**config.mk**
```make
export PLATFORM = sky130hd
export DESIGN_NAME = video_timing_gen
export DESIGN_NICKNAME = d
export VERILOG_FILES = /design/src/rtl/vtg_pkg.sv /design/src/rtl/vtg_pattern.sv /design/src/rtl/video_timing_gen.sv
export SDC_FILE = /design/constraint.sdc
export NUM_CORES = 1
export LEC_CHECK = 0
export ABC_AREA = 1
export BUFFER_PORTS_ARGS = -buffer_cell sky130_fd_sc_hd__buf_2
export CAP_MARGIN = 10
export CORE_ASPECT_RATIO = 0.8
export CORE_MARGIN = 2
export CORE_UTILIZATION = 49
export DETAILED_ROUTE_END_ITERATION = 6
export HOLD_SLACK_MARGIN = 0.05
export PLACE_DENSITY = 0.78
export SYNTH_ARGS = -nofsm -noshare
export SYNTH_HDL_FRONTEND = slang
export SYNTH_SLANG_ARGS = --single-unit
```
**constraint.sdc**
```tcl
create_clock -name clk -period 1.36 [get_ports clk]
set_input_delay 0.136 -clock clk [delete_from_list [all_inputs] [get_ports clk]]
set_output_delay 0.136 -clock clk [all_outputs]
set_load 0.01 [all_outputs]
```
**src/rtl/vtg_pkg.sv**
```systemverilog
// Shared constants and helpers for the video timing generator.
// Pattern codes match the pattern_sel encoding.
package vtg_pkg;

    localparam int CNT_W = 16;

    localparam logic [1:0] PAT_BARS   = 2'd0;
    localparam logic [1:0] PAT_RAMP   = 2'd1;
    localparam logic [1:0] PAT_CHECK  = 2'd2;
    localparam logic [1:0] PAT_SQUARE = 2'd3;

    function automatic int calc_total(input int active, input int fp, input int sync, input int bp);
        return active + fp + sync + bp;
    endfunction

endpackage

```
**src/rtl/vtg_pattern.sv**
```systemverilog
// Combinational test pattern source: pixel coordinate, frame count and
// pattern code in, RGB out. Used only when VTG_TEST_PATTERN_EN is defined.
module vtg_pattern
    import vtg_pkg::*;
#(
    parameter int IMG_W = 64,
    parameter int IMG_H = 64
) (
    input  logic [10:0] x,
    input  logic [10:0] y,
    input  logic [7:0]  fc,
    input  logic [1:0]  pat,
    output logic [7:0]  r,
    output logic [7:0]  g,
    output logic [7:0]  b
);

    localparam int BAR_SH = $clog2(IMG_W) - 3;
    // Guard the modulus so a minimal 8-pixel image does not divide by zero
    localparam int MOD_X = (IMG_W > 8) ? IMG_W - 8 : 1;
    localparam int MOD_Y = (IMG_H > 8) ? IMG_H - 8 : 1;

    logic [2:0]  bar_s;
    logic [10:0] sq_x_s;
    logic [10:0] sq_y_s;
    logic        in_sq_s;
    logic        check_s;

    assign bar_s   = 3'(x >> BAR_SH);
    assign sq_x_s  = 11'({3'b000, fc} % 11'(MOD_X));
    assign sq_y_s  = 11'({3'b000, fc} % 11'(MOD_Y));
    assign in_sq_s = (x >= sq_x_s) && ({1'b0, x} < ({1'b0, sq_x_s} + 12'd8)) &&
                     (y >= sq_y_s) && ({1'b0, y} < ({1'b0, sq_y_s} + 12'd8));
    assign check_s = x[3] ^ y[3];

    // Select the pattern colour for the current pixel
    always_comb begin
        r = 8'h00;
        g = 8'h00;
        b = 8'h00;
        case (pat)
            PAT_BARS: begin
                r = {8{bar_s[2]}};
                g = {8{bar_s[1]}};
                b = {8{bar_s[0]}};
            end
            PAT_RAMP: begin
                r = x[7:0];
                g = x[7:0];
                b = x[7:0];
            end
            PAT_CHECK: begin
                r = {8{check_s}};
                g = {8{check_s}};
                b = {8{check_s}};
            end
            PAT_SQUARE: begin
                r = {8{in_sq_s}};
                g = {8{in_sq_s}};
                b = {8{in_sq_s}};
            end
            default: begin
                r = 8'h00;
                g = 8'h00;
                b = 8'h00;
            end
        endcase
    end

endmodule

```
**src/rtl/video_timing_gen.sv**
```systemverilog
// Video timing generator with registered de/hsync/vsync, coordinates and RGB.
// Define VTG_TEST_PATTERN_EN to build in the internal test pattern source.
module video_timing_gen
    import vtg_pkg::*;
#(
    parameter int IMG_W  = 64,
    parameter int IMG_H  = 64,
    parameter int H_FP   = 4,
    parameter int H_SYNC = 8,
    parameter int H_BP   = 4,
    parameter int V_FP   = 2,
    parameter int V_SYNC = 2,
    parameter int V_BP   = 2
) (
    input  logic        clk,
    input  logic        rst_n,
    input  logic        ce,
    input  logic [1:0]  pattern_sel,
    input  logic [7:0]  pix_r,
    input  logic [7:0]  pix_g,
    input  logic [7:0]  pix_b,
    output logic        de,
    output logic        hsync,
    output logic        vsync,
    output logic [7:0]  r,
    output logic [7:0]  g,
    output logic [7:0]  b,
    output logic [10:0] x,
    output logic [10:0] y,
    output logic        frame_start
);

    localparam int H_TOTAL = calc_total(IMG_W, H_FP, H_SYNC, H_BP);
    localparam int V_TOTAL = calc_total(IMG_H, V_FP, V_SYNC, V_BP);

    localparam logic [CNT_W-1:0] H_LAST = CNT_W'(H_TOTAL - 1);
    localparam logic [CNT_W-1:0] V_LAST = CNT_W'(V_TOTAL - 1);
    localparam logic [CNT_W-1:0] H_ACT  = CNT_W'(IMG_W);
    localparam logic [CNT_W-1:0] V_ACT  = CNT_W'(IMG_H);
    localparam logic [CNT_W-1:0] HS_BEG = CNT_W'(IMG_W + H_FP);
    localparam logic [CNT_W-1:0] HS_END = CNT_W'(IMG_W + H_FP + H_SYNC);
    localparam logic [CNT_W-1:0] VS_BEG = CNT_W'(IMG_H + V_FP);
    localparam logic [CNT_W-1:0] VS_END = CNT_W'(IMG_H + V_FP + V_SYNC);

    logic [CNT_W-1:0] h_cnt_r;
    logic [CNT_W-1:0] v_cnt_r;
    logic             h_last_s;
    logic             v_last_s;
    logic             active_s;
    logic             hs_s;
    logic             vs_s;
    logic             first_s;
    logic [7:0]       src_r_s;
    logic [7:0]       src_g_s;
    logic [7:0]       src_b_s;

    logic             de_r;
    logic             hsync_r;
    logic             vsync_r;
    logic             frame_start_r;
    logic [10:0]      x_r;
    logic [10:0]      y_r;
    logic [7:0]       r_r;
    logic [7:0]       g_r;
    logic [7:0]       b_r;

    assign h_last_s = (h_cnt_r == H_LAST);
    assign v_last_s = (v_cnt_r == V_LAST);
    assign active_s = (h_cnt_r < H_ACT) && (v_cnt_r < V_ACT);
    assign hs_s     = (h_cnt_r >= HS_BEG) && (h_cnt_r < HS_END);
    assign vs_s     = (v_cnt_r >= VS_BEG) && (v_cnt_r < VS_END);
    assign first_s  = (h_cnt_r == '0) && (v_cnt_r == '0);

    // Raster position counters
    always_ff @(posedge clk) begin
        if (!rst_n) begin
            h_cnt_r <= '0;
            v_cnt_r <= '0;
        end else if (ce) begin
            if (h_last_s) begin
                h_cnt_r <= '0;
                if (v_last_s) begin
                    v_cnt_r <= '0;
                end else begin
                    v_cnt_r <= v_cnt_r + CNT_W'(1);
                end
            end else begin
                h_cnt_r <= h_cnt_r + CNT_W'(1);
            end
        end
    end

`ifdef VTG_TEST_PATTERN_EN
    logic [1:0] pat_r;
    logic [1:0] pat_s;
    logic [7:0] fc_r;
    logic       unused_pix_s;

    assign unused_pix_s = ^{pix_r, pix_g, pix_b};
    // Bypass at (0,0) so the newly latched pattern covers the whole frame
    assign pat_s = first_s ? pattern_sel : pat_r;

    // Per-frame pattern latch and frame counter
    always_ff @(posedge clk) begin
        if (!rst_n) begin
            pat_r <= PAT_BARS;
            fc_r  <= 8'd0;
        end else if (ce) begin
            if (first_s) begin
                pat_r <= pattern_sel;
            end
            if (h_last_s && v_last_s) begin
                fc_r <= fc_r + 8'd1;
            end
        end
    end

    vtg_pattern #(
        .IMG_W (IMG_W),
        .IMG_H (IMG_H)
    ) u_pattern (
        .x   (h_cnt_r[10:0]),
        .y   (v_cnt_r[10:0]),
        .fc  (fc_r),
        .pat (pat_s),
        .r   (src_r_s),
        .g   (src_g_s),
        .b   (src_b_s)
    );
`else
    logic unused_pat_s;

    assign unused_pat_s = ^pattern_sel;
    assign src_r_s = pix_r;
    assign src_g_s = pix_g;
    assign src_b_s = pix_b;
`endif

    // Output register stage: one cycle behind the counters
    always_ff @(posedge clk) begin
        if (!rst_n) begin
            de_r          <= 1'b0;
            hsync_r       <= 1'b0;
            vsync_r       <= 1'b0;
            frame_start_r <= 1'b0;
            x_r           <= 11'd0;
            y_r           <= 11'd0;
            r_r           <= 8'h00;
            g_r           <= 8'h00;
            b_r           <= 8'h00;
        end else if (ce) begin
            de_r          <= active_s;
            hsync_r       <= hs_s;
            vsync_r       <= vs_s;
            frame_start_r <= first_s;
            x_r           <= active_s ? h_cnt_r[10:0] : 11'd0;
            y_r           <= active_s ? v_cnt_r[10:0] : 11'd0;
            r_r           <= active_s ? src_r_s : 8'h00;
            g_r           <= active_s ? src_g_s : 8'h00;
            b_r           <= active_s ? src_b_s : 8'h00;
        end
    end

    assign de          = de_r;
    assign hsync       = hsync_r;
    assign vsync       = vsync_r;
    assign frame_start = frame_start_r;
    assign x           = x_r;
    assign y           = y_r;
    assign r           = r_r;
    assign g           = g_r;
    assign b           = b_r;

endmodule

```
## Word-level counts from Yosys, hierarchy flattened

Index checks and enable logic that the tools add are counted.

| storage, ports and cells | value |
|---|---|
| bits in registers | 82 |
| input bits | 29 |
| output and inout port bits | 50 |
| logic and storage cells | 35 |

| operators by class | value |
|---|---|
| $add $sub $neg | 2 |
| $lt $le $gt $ge | 6 |
| eq/ne operators | 2 |
| mux-type cells | 7 |
| reductions and logical operators | 7 |

Operators with widths:

| kind | number |
|---|---|
| less-than comparator 16 x 7 -> 1 bit, second input constant | 4 |
| adder 16 x 1 -> 16 bit, second input constant | 2 |
| == test 16 x 7 -> 1 bit, second input constant | 2 |
| >= comparator 16 x 7 -> 1 bit, second input constant | 2 |
| zero test 16 bit | 2 |
| 2-to-1 mux 16 bit | 2 |
| 2-to-1 mux 8 bit | 3 |
| 2-to-1 mux 11 bit | 2 |
| logical AND 1 bit | 4 |
| AND reduction 2 bit | 1 |

## Longest topological paths before layout

Gate-level depths: netlist (run 1).

| logic depth | value |
|---|---|
| word-level depth | 3 |
| gate-level depth with buffers | 10 |
| depth with buffers taken out | 10 |

## Worst setup path after synthesis (run 1)

OpenSTA, ideal clock, no wires.

| timing path | value |
|---|---|
| path type | register to register |
| start | register h_cnt_r[0] |
| end | register v_cnt_r[10] |
| library setup time | 0.113 ns |
| data arrival time | 1.330 ns |
| required time | 1.247 ns |
| path slack | -0.083 ns |
| cell stages (with the launch flop) | 11 |
| path buffers | 0 |
| period minus slack after synthesis | 1.443 ns |
| cell sequence | dfxtp_1 -> ha_1 -> nand2_1 -> nor2_4 -> inv_2 -> nor2_2 -> nand2_2 -> nand2_4 -> nand2_2 -> nand2_1 -> nor2_1 |

| on the way | value |
|---|---|
| word-level cells in the longest chain between the ends | 2 |

Ends and longest elaborated chain:

| item | RTL line | source |
|---|---|---|
| start: declaration | video_timing_gen.sv:45 | `logic [CNT_W-1:0] h_cnt_r;` |
| start signal: assignment | video_timing_gen.sv:88 | `h_cnt_r <= h_cnt_r + CNT_W'(1);` |
| == test 16 x 7 -> 1 bit | video_timing_gen.sv:67 | `assign h_last_s = (h_cnt_r == H_LAST);` |
| AND reduction 2 bit (no source line) | - |  |
| end signal: assignment | video_timing_gen.sv:85 | `v_cnt_r <= v_cnt_r + CNT_W'(1);` |
| end: declaration | video_timing_gen.sv:46 | `logic [CNT_W-1:0] v_cnt_r;` |

Every way passes these cells.
A chain may end at the register's enable or synchronous reset.

## Worst setup path after layout (run 1)

| timing path | value |
|---|---|
| start | register h_cnt_r[0] |
| end | register h_cnt_r[6] |

| on the way | value |
|---|---|
| word-level cells in the longest chain between the ends | 2 |
| elaborated cells on any way between the ends | 3 |
| those cells by class | add/sub: 1; eq/ne: 1; mux: 1 |

Ends and longest elaborated chain:

| item | RTL line | source |
|---|---|---|
| adder 16 x 1 -> 16 bit or == test 16 x 7 -> 1 bit (tied branches) | video_timing_gen.sv:88, video_timing_gen.sv:67 |  |
| 2-to-1 mux 16 bit * | video_timing_gen.sv:80 | `if (h_last_s) begin` |

Mark *: on every way between the ends. The rest lies on a longest branch, timed or not.

==> results.cfg, run 1 <==
[drt]
first_pass_iters = 6
postRouteWirelength_um = 10700
avgViaCountPerCell = 5.07
post-route-drc-count = 0
postRouteAntennaNets = 0
drt_iter0_markers = 177
dr_total_vias = 3972
wl_per_cell_um = 13.7

[finish]
drive_above_1_share_pct = 40.2
antenna-diode-count = 0
fin_nets = 708
finalInstanceArea_um2 = 5440
utilization_pct = 73.6
synthToLayoutAreaGrowth_pct = 46.4

[floorplanning]
num_io_pins = 79
start_util_pct = 50.3
die_y_um = 81.9
chipWidth_um = 101
fp-row-count = 28
dieArea_um2 = 8310
coreArea_um2 = 7390

[clock_tree]
clk_latency_ns = 0.36
clock_path_buffers = 2
cts_sinks = 82
cts_tree = built
cts.clk_slew.worst_paths_ns = 0.08
h-tree-depth = 3
numCtsBuffers = 9
root_buffer = clkbuf_8

[global_route]
grtUsageMet2_pct = 42.3
antenna_found_initial = 0
use_met1_pct = 29.9
grt_overflow = 0
grt_max_degree = 33
grtUsageMet3_pct = 7.49
track_usage_pct = 24.4
grt_pass1_wl_um = 16000
grt_pass1_vias = 3578
grt.busiest_layer = met2

[yosys]
synth_top_area_cell = dfxtp_1
yosysWarnings = 0
synth_seq_cells = 82
syn_nets = 551
synth_area_um2 = 3720
synth_cell_types = 33
synth_area_per_cell_um2 = 7.19
netlist.area_leader.share_pct = 44.1
netlist_top_cells_count = 170 x nand2_1, 82 x dfxtp_1, 62 x nor2_1, 35 x inv_1, 24 x o21ai_1
seq_area_frac_synth_pct = 44.1
synth_edf_count = 0
ys.flop_type = dfxtp_1
yosysMostFrequentCell = nand2_1
syn_inst = 517
yosys-top-cells-area = dfxtp_1 44%, nand2_1 17%, nor2_1 6.3%
synthArstFlopShare_pct = 0

[hold_path]
min_from = rst_n
holdPathStages = 3
hold_end = v_cnt_r[0]
hp-class = in2reg

[run_status]
violations = setup timing
status = finished, violations left

[worst_setup_path]
critPathKind = reg2reg
startpoint_type = flop
critPathArrivalTime_ns = 1.68
worstSetupEndpointType = flop
r2r_start = h_cnt_r[0]
reg2regPathDepth = 9
crit_required_ns = 1.62
timing.rr.end = h_cnt_r[6]
r2r_setup_slack_ns = -0.07
critPathMaxFanout = 7

[sta]
fin_crit_sh_pct = 105
setup_tns_ns = -1.09
timing.final.ws_setup_ns = -0.0659
max-slew-margin-rel_pct = 76.5
grt_setup_unrepaired = true
slew_violations = 0
worst_slew_pin_slew_ns = 0.352
max_freq_mhz = 701
clock-skew-final_ns = 0.00841
min_period_ns = 1.43
hold_violations = 0
timing.hold.ws_ns = 0.149
finalSetupViolCount = 35

[pwr]
p_leak_uw = 0.00234
finalPower_uw = 4580
cellPowerDensity_nw_per_um2 = 841
ir_drop_uv = 723

[place]
portBuffers = 76
dp_hpwl_um = 6580
placed_area_um2 = 4600
routabilityCongestion = 0.918

[job]
maxCapViolCount = 0
## area by class of cell
class | count | area [µm²]
Inverter | 39 | 153
Tap cell | 105 | 131
Fill cell | 515 | 1950
Sequential cell | 82 | 1670
Timing Repair Buffer | 162 | 1140
Clock inverter | 6 | 51.3
Clock buffer | 10 | 128
Multi-Input combinational cell | 380 | 2170
## cell families (layout without fill, tap and decap cells)
group / Yosys count / count (layout) / synth area share, %
AOI/OAI and AO/OA: 65 / 65 / 10.1
adders and majority gates: 5 / 5 / 1.68
buffers and inverters: 57 / 217 / 6.39
and+or+nand+nor: 302 / 304 / 36.3
xor gates and xnor gates: 6 / 6 / 1.41
DFF: 82 / 82 / 44.1
## critical path, cell delays in order, from the launching register on
cell and delay (ns):
dfxtp_2 0.36, ha_4 0.17, nand2_4 0.07, nor2_4 0.12
inv_2 0.05, nor2_2 0.08, nand2_2 0.12, nand2_4 0.16
buf_12 0.15, nor3b_2 0.04
## worst max path at each step
stage	depth (start not counted)	slack [ns]	from	endpoint
CTS	8	-0.02	h_cnt_r[1]	v_cnt_r[9]
global placement	7	-0.02	h_cnt_r[8]	v_cnt_r[10]
global route	10	-0.14	h_cnt_r[0]	v_cnt_r[6]
floorplan	10	0.02	h_cnt_r[1]	v_cnt_r[10]
finish	9	-0.07	h_cnt_r[0]	h_cnt_r[6]
detailed placement	6	-0.06	v_cnt_r[2]	v_cnt_r[9]
## power by group
| part | internal, µW | total, µW | switching [µW] |
|---|---|---|---|
| Sequential | 2450 | 2490 | 32.7 |
| Combinational | 214 | 472 | 258 |
| Clock | 684 | 1620 | 936 |
## timing repair
item,in CTS,in global routing
hold endpoints to repair,24,0
gates resized for setup,35,72
hold buffers,24,0
setup buffers,5,3
cloned,1,2
setup endpoints to repair,44,68
pin swaps,15,29
## sequential cells by signal (all words and copies together) (netlist names)
name         flops
r                8
b                8
hsync            1
y               11
x               11
de               1
v_cnt_r         16
g                8
vsync            1
h_cnt_r         16
frame_start      1
## per-layer routing
| layer | share of wire (%) | routed length, µm | vias to the layer above |
|---|---|---|---|
| met5 | 0 | 0 | - |
| met3 | 6.5 | 693 | 27 |
| met4 | 1.8 | 189 | 0 |
| met1 | 44 | 4710 | 1821 |
| li1 | - | - | 1971 |
| met2 | 48 | 5130 | 153 |
## cells in the final DEF, fill, tap and decap left out, types with 7 or more instances in the layout
cell type      Yosys  layout
inv_1             35      32
o21ai_1           24      18
nand3_1           23      21
nand4_1            9       9
nor2_4             4      14
nand2_2            4      15
buf_4              4      55
buf_2              6      76
dfxtp_1           82      65
nand2_1          170     156
nor2_2             6      13
dfxtp_2            0      15
a21oi_1           16      10
clkbuf_8           0       9
a21oi_2            1       7
dlygate4sd3_1      0      24
o21ai_2           10      22
nor2_1            62      46
## through the flow
stage / instances / setup slack, ns
detailed placement: 733 / -0.0608
finish: 784 / -0.0659
global placement: 733 / -0.0151
CTS: 779 / -0.0218
global route: 784 / -0.139
floorplan: 517 / 0.0214
Power figures use the tool's default switching activity.
==> inputs of run 2 (changes only) <==
--- a/config.mk
+++ b/config.mk
@@ -13,7 +13,7 @@
 export CORE_UTILIZATION = 49
 export DETAILED_ROUTE_END_ITERATION = 6
 export HOLD_SLACK_MARGIN = 0.05
-export PLACE_DENSITY = 0.78
+export PLACE_DENSITY_LB_ADDON = 0.1
 export SYNTH_ARGS = -nofsm -noshare
 export SYNTH_HDL_FRONTEND = slang
 export SYNTH_SLANG_ARGS = --single-unit
==> results.cfg, run 2 (synthesized netlist as in run 1, its figures left out) <==
[clock_tree]
cts_tree = built
clock_path_buffers = 2
root_buffer = clkbuf_8
cts_sinks = 82
clk_latency_ns = 0.37
cts.clk_slew.worst_paths_ns = 0.10
numCtsBuffers = 9
h-tree-depth = 3

[pwr]
ir_drop_uv = 672
p_leak_uw = 0.00240
finalPower_uw = 4640
cellPowerDensity_nw_per_um2 = 832

[hold_path]
hp-class = in2reg

[sta]
max-slew-margin-rel_pct = 76.2
max_freq_mhz = 703
clock-skew-final_ns = 0.0140
timing.final.ws_setup_ns = -0.0619
finalSetupViolCount = 57
setup_tns_ns = -1.54
grt_setup_unrepaired = true
fin_crit_sh_pct = 105
timing.hold.ws_ns = 0.135
slew_violations = 0
hold_violations = 0
worst_slew_pin_slew_ns = 0.357
min_period_ns = 1.42

[global_route]
grt_pass1_wl_um = 16200
antenna_found_initial = 0
grt_overflow = 0
grt_max_degree = 38
track_usage_pct = 24.9
grt_pass1_vias = 3576

[floorplanning]
start_util_pct = 50.3
num_io_pins = 79
die_y_um = 81.9
dieArea_um2 = 8310
fp-row-count = 28
chipWidth_um = 101
coreArea_um2 = 7390

[worst_setup_path]
path_delay_family = simple AND/OR/NAND/NOR gates
critPathMaxFanout = 8
crit_slowest_cell = dfxtp_2
crit_chain = ha_4 -> nand2_4 -> nor2_4 -> inv_2 -> nor2_4 -> nand2_8 -> nand2_8 -> buf_6 -> a21oi_2
critPathBufInv = 2
critPathMaxStageDelay_ns = 0.36
crit_required_ns = 1.62
worstSetupEndpointType = flop
critPathKind = reg2reg
startpoint_type = flop
critPathArrivalTime_ns = 1.68

[drt]
post-route-drc-count = 0
postRouteWirelength_um = 10600
drt_iter0_markers = 159
first_pass_iters = 5
dr_total_vias = 3957
wl_per_cell_um = 13.3
avgViaCountPerCell = 4.99
postRouteAntennaNets = 0

[finish]
antenna-diode-count = 0
fin_nets = 717
multi_input_area_um2 = 2210
seq_area_um2 = 1660
final_cell_mix = 150 x nand2_1, 76 x buf_2, 68 x dfxtp_1
fill_cells = 558
synthToLayoutAreaGrowth_pct = 49.9
top_regs = h_cnt_r (16), v_cnt_r (16)
drive_above_1_share_pct = 41.6
layout.cells.most_common = nand2_1

[place]
routabilityCongestion = 0.859
portBuffers = 76
dp_hpwl_um = 6550

[run_status]
status = finished, violations left
violations = setup timing

[job]
maxCapViolCount = 0
## run 2: cell count changes in the layout (fill, tap and decap cells not counted), moves of 4 or more
cell	change
nand2_1	-6
o21ai_1	+5
o21ai_2	-5
buf_4	+4
nand3_2	+4
nor3_2	+4
## run 2: area by class of cell
class,count,area share (%)
multi-input combinational,380,39.7
sequential,82,29.8
timing repair buffer,171,22.1
clock inverter,7,1.03
tap,105,2.36
inverter,39,2.78
clock buffer,9,2.22
## run 2: what timing repair did
| action | in CTS | in global routing |
|---|---|---|
| setup buffers | 8 | 7 |
| endpoints found under the hold margin | 24 | 0 |
| hold buffers | 24 | 0 |
| endpoints found under the setup margin | 63 | 67 |
| cloned | 2 | 0 |
| resized for setup | 46 | 75 |
| pin swaps | 18 | 30 |
## run 2: stage by stage
step | util, % | area [µm²] | cells | setup WS (ns)
3_3_place_gp | 62.1 | 4590 | 736 | -0.103
3_5_place_dp | 62.1 | 4590 | 736 | -0.144
4_1_cts | 71.2 | 5270 | 786 | -0.0139
5_1_grt | 75.4 | 5570 | 793 | -0.128
2_1_floorplan | - | 3740 | 517 | 0.0214
6_report | 75.4 | 5570 | 793 | -0.0619
## run 2: final timing paths
check / start / end / slack [ns] / depth (start not counted)
hold / removal: rst_n / v_cnt_r[0] / 0.13 / 3
setup reg to reg: h_cnt_r[1] / h_cnt_r[9] / -0.06 / 9
setup / recovery: h_cnt_r[1] / h_cnt_r[9] / -0.06 / 9
hold reg to reg: x[7] / x[7] / 0.43 / 2
## run 2: worst register-to-register path, cell delays in order (launching register included)
cell and delay, ns:
dfxtp_2 0.36, ha_4 0.16, nand2_4 0.06, nor2_4 0.14
inv_2 0.07, nor2_4 0.13, nand2_8 0.09, nand2_8 0.14
buf_6 0.13, a21oi_2 0.03
## run 2: where the power goes
group          switching (µW)  leakage [µW]  internal [µW]
clock                     992     0.0000886            691
combinational             251       0.00164            212
sequential               32.2      0.000673           2460
## run 2: routing by layer
metal,part of all wire [%],GRT usage [%]
met5,0,0
met4,2.3,11.8
met2,49,42.6
met1,44,29.9
met3,4.5,5.45
